File: src/rtl/axistream_pkg.sv
// Shared state encoding and helpers for the AXI-Stream snooper and forwarder.
// Latency: none (types and pure functions only).
// Backpressure: not applicable.
package axistream_pkg;

    typedef enum logic [1:0] {
        ST_IDLE  = 2'd0,
        ST_READ  = 2'd1,
        ST_DRAIN = 2'd2,
        ST_DONE  = 2'd3
    } fwd_state_t;

    // Widest keep vector the helpers produce; callers cast down to their lane count.
    localparam int KEEP_MAX = 128;

    function automatic logic [63:0] ceil_div(input logic [63:0] num, input logic [63:0] den);
        return (num / den) + {63'd0, (num % den) != 64'd0};
    endfunction

    // Low 'rem' lanes set; a zero remainder means the final word is full.
    function automatic logic [KEEP_MAX-1:0] keep_mask(input int unsigned rem, input int unsigned lanes);
        logic [KEEP_MAX-1:0] m;
        int unsigned         n;
        n = (rem == 0) ? lanes : rem;
        for (int unsigned i = 0; i < KEEP_MAX; i++) begin
            m[i] = (i < n);
        end
        return m;
    endfunction

endpackage

File: src/rtl/fwd_skid_fifo.sv
// Small synchronous FIFO holding in-flight packet-memory read beats.
// Latency: a push is visible at the head the cycle after it is written.
// Backpressure: push ignored when full unless a pop frees a slot the same cycle.
module fwd_skid_fifo #(
    parameter int  WIDTH = 8,
    parameter int  DEPTH = 3,
    localparam int CW    = $clog2(DEPTH + 1),
    localparam int PW    = (DEPTH > 1) ? $clog2(DEPTH) : 1
) (
    input  logic             clk,
    input  logic             rst,
    input  logic             push,
    input  logic [WIDTH-1:0] push_dat,
    input  logic             pop,
    output logic [WIDTH-1:0] head_dat,
    output logic             empty,
    output logic [CW-1:0]    count
);

    logic [WIDTH-1:0] mem [DEPTH];
    logic [PW-1:0]    wr_ptr;
    logic [PW-1:0]    rd_ptr;
    logic             full;
    logic             do_push;
    logic             do_pop;

    assign empty    = (count == '0);
    assign full     = (count == CW'(DEPTH));
    assign do_pop   = pop && !empty;
    assign do_push  = push && (!full || do_pop);
    assign head_dat = mem[rd_ptr];

    always_ff @(posedge clk) begin
        if (rst) begin
            wr_ptr <= '0;
            rd_ptr <= '0;
            count  <= '0;
        end else begin
            if (do_push) begin
                wr_ptr <= (wr_ptr == PW'(DEPTH - 1)) ? '0 : wr_ptr + PW'(1);
            end
            if (do_pop) begin
                rd_ptr <= (rd_ptr == PW'(DEPTH - 1)) ? '0 : rd_ptr + PW'(1);
            end
            case ({do_push, do_pop})
                2'b10:   count <= count + CW'(1);
                2'b01:   count <= count - CW'(1);
                default: count <= count;
            endcase
        end
    end

    always_ff @(posedge clk) begin
        if (do_push) begin
            mem[wr_ptr] <= push_dat;
        end
    end

endmodule

File: src/rtl/axistream_forwarder.sv
// Reads one finished packet from the packet buffer and sends it as an AXI-Stream master.
// Latency: first TVALID 2+PESS cycles after the ack, then one beat per cycle.
// Backpressure: reads issue only when the skid FIFO can absorb every in-flight word.
module axistream_forwarder
    import axistream_pkg::*;
#(
    parameter int  FWD_DATA_WIDTH = 64,
    parameter int  FWD_ADDR_WIDTH = 9,
    parameter int  PLEN_WIDTH     = 32,
    parameter int  PESS           = 0,
    localparam int KEEP_WIDTH     = FWD_DATA_WIDTH / 8
) (
    input  logic                      clk,
    input  logic                      rst,
    output logic [FWD_ADDR_WIDTH-1:0] fwd_addr,
    output logic                      fwd_rd_en,
    input  logic [FWD_DATA_WIDTH-1:0] fwd_rd_data,
    input  logic [PLEN_WIDTH-1:0]     fwd_byte_len,
    input  logic                      rdy_for_fwd,
    output logic                      rdy_for_fwd_ack,
    output logic                      fwd_done,
    output logic [FWD_DATA_WIDTH-1:0] fwd_TDATA,
    output logic [KEEP_WIDTH-1:0]     fwd_TKEEP,
    output logic                      fwd_TVALID,
    output logic                      fwd_TLAST,
    input  logic                      fwd_TREADY
);

    localparam int PIPE  = 1 + PESS;
    localparam int DEPTH = 2 + PESS + 1;
    localparam int CW    = $clog2(DEPTH + 1);
    localparam int NW_W  = FWD_ADDR_WIDTH + 1;
    localparam logic [NW_W-1:0] MAX_WORDS = {1'b1, {FWD_ADDR_WIDTH{1'b0}}};

    typedef struct packed {
        logic [FWD_DATA_WIDTH-1:0] dat;
        logic [KEEP_WIDTH-1:0]     keep;
        logic                      last;
    } beat_t;

    fwd_state_t            state, state_nxt;
    logic [NW_W-1:0]       rd_cnt;
    logic [NW_W-1:0]       nwords;
    logic [KEEP_WIDTH-1:0] last_keep;
    logic [PIPE-1:0]       vld_sr;
    logic [PIPE-1:0]       last_sr;
    logic                  ack_q;
    logic                  done_q;

    logic [63:0]           len64;
    logic [63:0]           nw64;
    logic                  sat;
    logic [NW_W-1:0]       nw_sat;
    logic [KEEP_WIDTH-1:0] keep_nxt;
    logic                  accept;
    logic                  is_last_rd;
    logic                  rd_issue;
    logic [CW-1:0]         in_flight;
    logic [CW-1:0]         fifo_count;
    logic                  fifo_empty;
    beat_t                 push_beat;
    beat_t                 head_beat;

    always_comb begin
        len64    = 64'(fwd_byte_len);
        nw64     = ceil_div(len64, 64'(KEEP_WIDTH));
        sat      = nw64 > 64'(MAX_WORDS);
        nw_sat   = sat ? MAX_WORDS : NW_W'(nw64);
        // A truncated packet ends on a full word, so its last beat keeps every lane.
        keep_nxt = KEEP_WIDTH'(keep_mask(sat ? 32'd0 : 32'(len64 % 64'(KEEP_WIDTH)),
                                         32'(KEEP_WIDTH)));
    end

    always_comb begin
        in_flight = '0;
        for (int i = 0; i < PIPE; i++) begin
            in_flight = in_flight + CW'(vld_sr[i]);
        end
    end

    assign accept     = (state == ST_IDLE) && rdy_for_fwd;
    assign is_last_rd = (rd_cnt == nwords - NW_W'(1));
    assign rd_issue   = (state == ST_READ) && ((CW'(DEPTH) - fifo_count) > in_flight);

    always_comb begin
        state_nxt = state;
        case (state)
            ST_IDLE:  if (rdy_for_fwd) state_nxt = (nw_sat == '0) ? ST_DONE : ST_READ;
            ST_READ:  if (rd_issue && is_last_rd) state_nxt = ST_DRAIN;
            ST_DRAIN: if (fifo_empty && (vld_sr == '0)) state_nxt = ST_DONE;
            ST_DONE:  state_nxt = ST_IDLE;
            default:  state_nxt = ST_IDLE;
        endcase
    end

    always_ff @(posedge clk) begin
        if (rst) begin
            state     <= ST_IDLE;
            rd_cnt    <= '0;
            nwords    <= '0;
            last_keep <= '0;
            vld_sr    <= '0;
            last_sr   <= '0;
            ack_q     <= 1'b0;
            done_q    <= 1'b0;
        end else begin
            state  <= state_nxt;
            ack_q  <= accept;
            done_q <= (state == ST_DONE);
            if (accept) begin
                nwords    <= nw_sat;
                last_keep <= keep_nxt;
                rd_cnt    <= '0;
            end else if (rd_issue) begin
                rd_cnt <= rd_cnt + NW_W'(1);
            end
            // Tags ride alongside each read until its data returns from memory.
            vld_sr[0]  <= rd_issue;
            last_sr[0] <= rd_issue && is_last_rd;
            for (int i = 1; i < PIPE; i++) begin
                vld_sr[i]  <= vld_sr[i-1];
                last_sr[i] <= last_sr[i-1];
            end
        end
    end

    assign push_beat.dat  = fwd_rd_data;
    assign push_beat.keep = last_sr[PIPE-1] ? last_keep : {KEEP_WIDTH{1'b1}};
    assign push_beat.last = last_sr[PIPE-1];

    fwd_skid_fifo #(
        .WIDTH ($bits(beat_t)),
        .DEPTH (DEPTH)
    ) u_skid (
        .clk      (clk),
        .rst      (rst),
        .push     (vld_sr[PIPE-1]),
        .push_dat (push_beat),
        .pop      (fwd_TVALID && fwd_TREADY),
        .head_dat (head_beat),
        .empty    (fifo_empty),
        .count    (fifo_count)
    );

    assign fwd_addr        = rd_cnt[FWD_ADDR_WIDTH-1:0];
    assign fwd_rd_en       = rd_issue;
    assign rdy_for_fwd_ack = ack_q;
    assign fwd_done        = done_q;
    assign fwd_TVALID      = !fifo_empty;
    assign fwd_TDATA       = fifo_empty ? '0 : head_beat.dat;
    assign fwd_TKEEP       = fifo_empty ? '0 : head_beat.keep;
    assign fwd_TLAST       = !fifo_empty && head_beat.last;

endmodule

File: config.mk
export PLATFORM = sky130hd
export DESIGN_NAME = axistream_forwarder
export DESIGN_NICKNAME = d
export VERILOG_FILES = /design/src/rtl/axistream_pkg.sv /design/src/rtl/fwd_skid_fifo.sv /design/src/rtl/axistream_forwarder.sv
export SDC_FILE = /design/constraint.sdc
export NUM_CORES = 1
export LEC_CHECK = 0
export CAP_MARGIN = 0
export CORE_ASPECT_RATIO = 1.2
export CORE_UTILIZATION = 43
export DETAILED_ROUTE_END_ITERATION = 6
export PLACE_DENSITY_LB_ADDON = 0.3
export SLEW_MARGIN = 0
export SYNTH_ARGS = -nofsm -noshare
export SYNTH_HDL_FRONTEND = slang
export SYNTH_SLANG_ARGS = --single-unit
File: constraint.sdc
create_clock -name clk -period 17.99 [get_ports clk]
set_clock_uncertainty 0.15 [all_clocks]
set_input_delay 1.799 -clock clk [delete_from_list [all_inputs] [get_ports clk]]
set_output_delay 1.799 -clock clk [all_outputs]
set_load 0.02 [all_outputs]
==> results.sh <==
export IMPL_via_per_inst=5.23
export IMPL_path_max_fanout=12
export IMPL_synth_area_leaders="edfxtp_1 (58%), dfxtp_1 (7.4%), mux2i_1 (6.7%)"
export IMPL_ir_drop_mv=0.0629
export IMPL_die_w_um=151
export IMPL_synth_nets=1042
export IMPL_die_area_um2=27200
export IMPL_antenna_found_initial=1
export IMPL_p_per_area_nw_per_um2=103
export IMPL_fmax_ghz=0.180
export IMPL_insertion_delay_ns=0.51
export IMPL_numCtsBuffers=26
export IMPL_cts_setup_buffers=0
export IMPL_cts_tree="yes"
export IMPL_clock_path_buffers=3
export IMPL_slew_headroom_pct=33.1
export IMPL_yosysTopAreaCell="edfxtp_1"
export IMPL_cp_arrival_ns=5.81
export IMPL_max_cap_viol_count=0
export IMPL_synth_edf_count=219
export IMPL_placedCellCount=1399
export IMPL_antenna_cells=0
export IMPL_ys_seq_area_share_pct=65.0
export IMPL_r2r_slack_ns=14.88
export IMPL_setup_viol=0
export IMPL_post_place_ws_ns=11.90
export IMPL_yosysMostFrequentCell="edfxtp_1"
export IMPL_drive_gt1_share_pct=6.80
export IMPL_htreeDepth=1
export IMPL_die_h_um=181
export IMPL_hold_depth=2
export IMPL_wl_per_cell_um=16.4
export IMPL_worstSetupStartpointType="input pin"
export IMPL_globalRouteOverflowTotal=0
export IMPL_p_sw_uw=359
export IMPL_p_comb_share_pct=15.2
export IMPL_io_buffers=185
export IMPL_dp_hpwl_um=15000
export IMPL_ys_warn_count=0
export IMPL_worstHoldStart="last_keep[0]"
export IMPL_final_nets=1207
export IMPL_yosysUniqueCellTypes=61
export IMPL_grt_max_degree=101
export IMPL_cts_sinks=261
export IMPL_ant_nets=0
export IMPL_grt_pass1_wl_um=36800
export IMPL_rows=64
export IMPL_power_share_clock_pct=36.4
export IMPL_switching_share_pct=24.3
export IMPL_cts_hold_buf=0
export IMPL_core_um2=25800
export IMPL_vias=7565
export IMPL_wl_um=23700
export IMPL_clkSlewWorstSetupHoldPaths_ns=0.06
export IMPL_setup_tns_ns=0
export IMPL_gr_usage_all_layers_pct=17.1
export IMPL_finalWorstSetupSlack_ns=12.43
export IMPL_endpoint_kind="flop"
export IMPL_cts_repair_resized=0
export IMPL_power_leakage_uw=0.00474
export IMPL_clock_root_buffer="clkbuf_16"
export IMPL_synth_async_reset_ratio_pct=0
export IMPL_utilization_pct=55.7
export IMPL_drt_pass1_iterations=4
export IMPL_min_period_ns=5.56
export IMPL_status="complete, no violations"
export IMPL_area_growth_pct=25.9
export IMPL_ioPinCount=186
export IMPL_post_route_period_util_pct=30.9
export IMPL_instances_no_fill=1447
export IMPL_r2r_end="state[1]"
export IMPL_seqPwrFrac_pct=48.4
export IMPL_r2r_worst_path_cells=8
export IMPL_grt_setup_unrepaired="no"
export IMPL_drc_errors=0
export IMPL_syn_avg_cell_area_um2=12.3
export IMPL_grt_pass1_vias=7263
export IMPL_crit_type="input pin to flop"
export IMPL_p_int_uw=1120
export IMPL_worst_slew_pin_slew_ns=1.00
export IMPL_ys_seq_elements=261
export IMPL_drt_iter0_drc=266
export IMPL_synth_top_area_share_pct=57.6
export IMPL_hold_viol=0
export IMPL_synthCells=932
export IMPL_cp_required_ns=18.24
export IMPL_netlist_area_um2=11400
export IMPL_hold_class="flop to flop"
export IMPL_finalMaxSlewViolations=0
export IMPL_gp_congestion=0.860
export IMPL_ys_top_cells_by_count="edfxtp_1 (219), nor2_1 (181), a21oi_1 (90)"
export IMPL_r2r_start="u_skid.count[0]"
export IMPL_start_util_pct=44.3
export IMPL_synth_ff_type="edfxtp_1"
export IMPL_holdPathEnd="last_keep[0]"
worst max-delay path by stage:
stage | to | start | slack [ns] | depth (start not counted)
detailed placement | nwords[9] | fwd_byte_len[2] | 11.90 | 12
global placement | nwords[9] | fwd_byte_len[2] | 11.99 | 12
global route | nwords[9] | fwd_byte_len[2] | 12.13 | 12
finish | nwords[9] | fwd_byte_len[2] | 12.43 | 12
floorplan | u_skid.mem[1][0] | fwd_TREADY | 9.82 | 2
CTS | nwords[9] | fwd_byte_len[2] | 12.45 | 12
per-layer routing:
metal / routed length, µm / vias to the layer above / share of wire (%) / global-route usage (%)
li1: - / 3744 / - / -
met1: 9720 / 3629 / 41 / 20.7
met2: 12300 / 164 / 52 / 31.1
met3: 1350 / 26 / 5.7 / 3.11
met4: 256 / 2 / 1.1 / 3.68
met5: 13 / - / 0.055 / 0
cell families (layout without fill, tap and decap cells):
| kind of cell | after synthesis | count (layout) | share of synthesized area, % |
|---|---|---|---|
| flip-flops | 261 | 261 | 65.0 |
| buffers and inverters | 70 | 255 | 2.83 |
| AO/OA/AOI/OAI | 158 | 158 | 8.54 |
| AND/OR/NAND/NOR | 326 | 326 | 13.5 |
| multiplexers | 77 | 77 | 6.76 |
| XOR/XNOR | 30 | 30 | 2.30 |
| adder cells (fa/ha/maj) | 10 | 10 | 1.10 |
layout by cell type, fill, tap and decap left out, types with 5 or more instances in the layout:
cell type and n:
a211oi_1 5, dfxtp_1 40, o31ai_2 9, clkdlybuf4s50_1 185, nor3b_1 7, edfxtp_1 219
clkbuf_16 27, and4_1 5, and3_1 14, nor2_1 180, inv_1 12, xnor2_1 16
clkbuf_1 6, ha_1 10, nand3_1 15, or3_1 5, nand2b_1 11, o21ai_0 19
nand2_1 40, nand4_1 13, mux2i_1 76, and2_1 5, a21oi_1 90, nor3_1 12
buf_4 9, xor2_1 14, clkinv_2 7, a31oi_1 9
stage by stage:
| step | hold WS (ns) | area [µm²] | power, µW |
|---|---|---|---|
| floorplan | 0.281 | 11400 | 865 |
| global placement | 0.312 | 13500 | 950 |
| detailed placement | 0.327 | 13500 | 954 |
| CTS | 0.341 | 14400 | 1490 |
| global route | 0.358 | 14400 | 1540 |
| finish | 0.342 | 14400 | 1470 |
power groups by stage:
stage                     Clock, µW  Combinational [µW]  Sequential (µW)
final                           537                 224              714
after global routing            575                 247              718
after CTS                       551                 227              714
after detailed placement          0                 227              727
after global placement            0                 225              726
after floorplan                   0                 136              729
cell type report:
cell class | count | area (µm²)
repair buffers | 194 | 1920
well taps | 330 | 413
inverters | 13 | 48.8
clock buffers | 34 | 712
flip-flops and latches | 261 | 7420
clock inverters | 14 | 154
fillers | 2145 | 11400
multi-input cells | 601 | 3700
flip-flops by register name (all words and copies together) (netlist names), named ones only:
name	flops
fwd_done	1
last_keep	8
last_sr	1
nwords	10
rd_cnt	10
rdy_for_fwd_ack	1
state	2
u_skid.count	2
u_skid.mem	219
u_skid.rd_ptr	2
u_skid.wr_ptr	2
vld_sr	1
critical path: stages:
cell,delay [ns]
clkdlybuf4s50_1,0.59
nor3_1,0.11
inv_1,0.11
ha_1,0.27
ha_1,0.29
nand2_1,0.13
nor4_4,0.60
nor4bb_1,0.36
nor3_1,0.10
a2111oi_2,0.38
nand3_1,0.54
o311a_1,0.52
No activity file was read; power rests on OpenSTA's default activity.
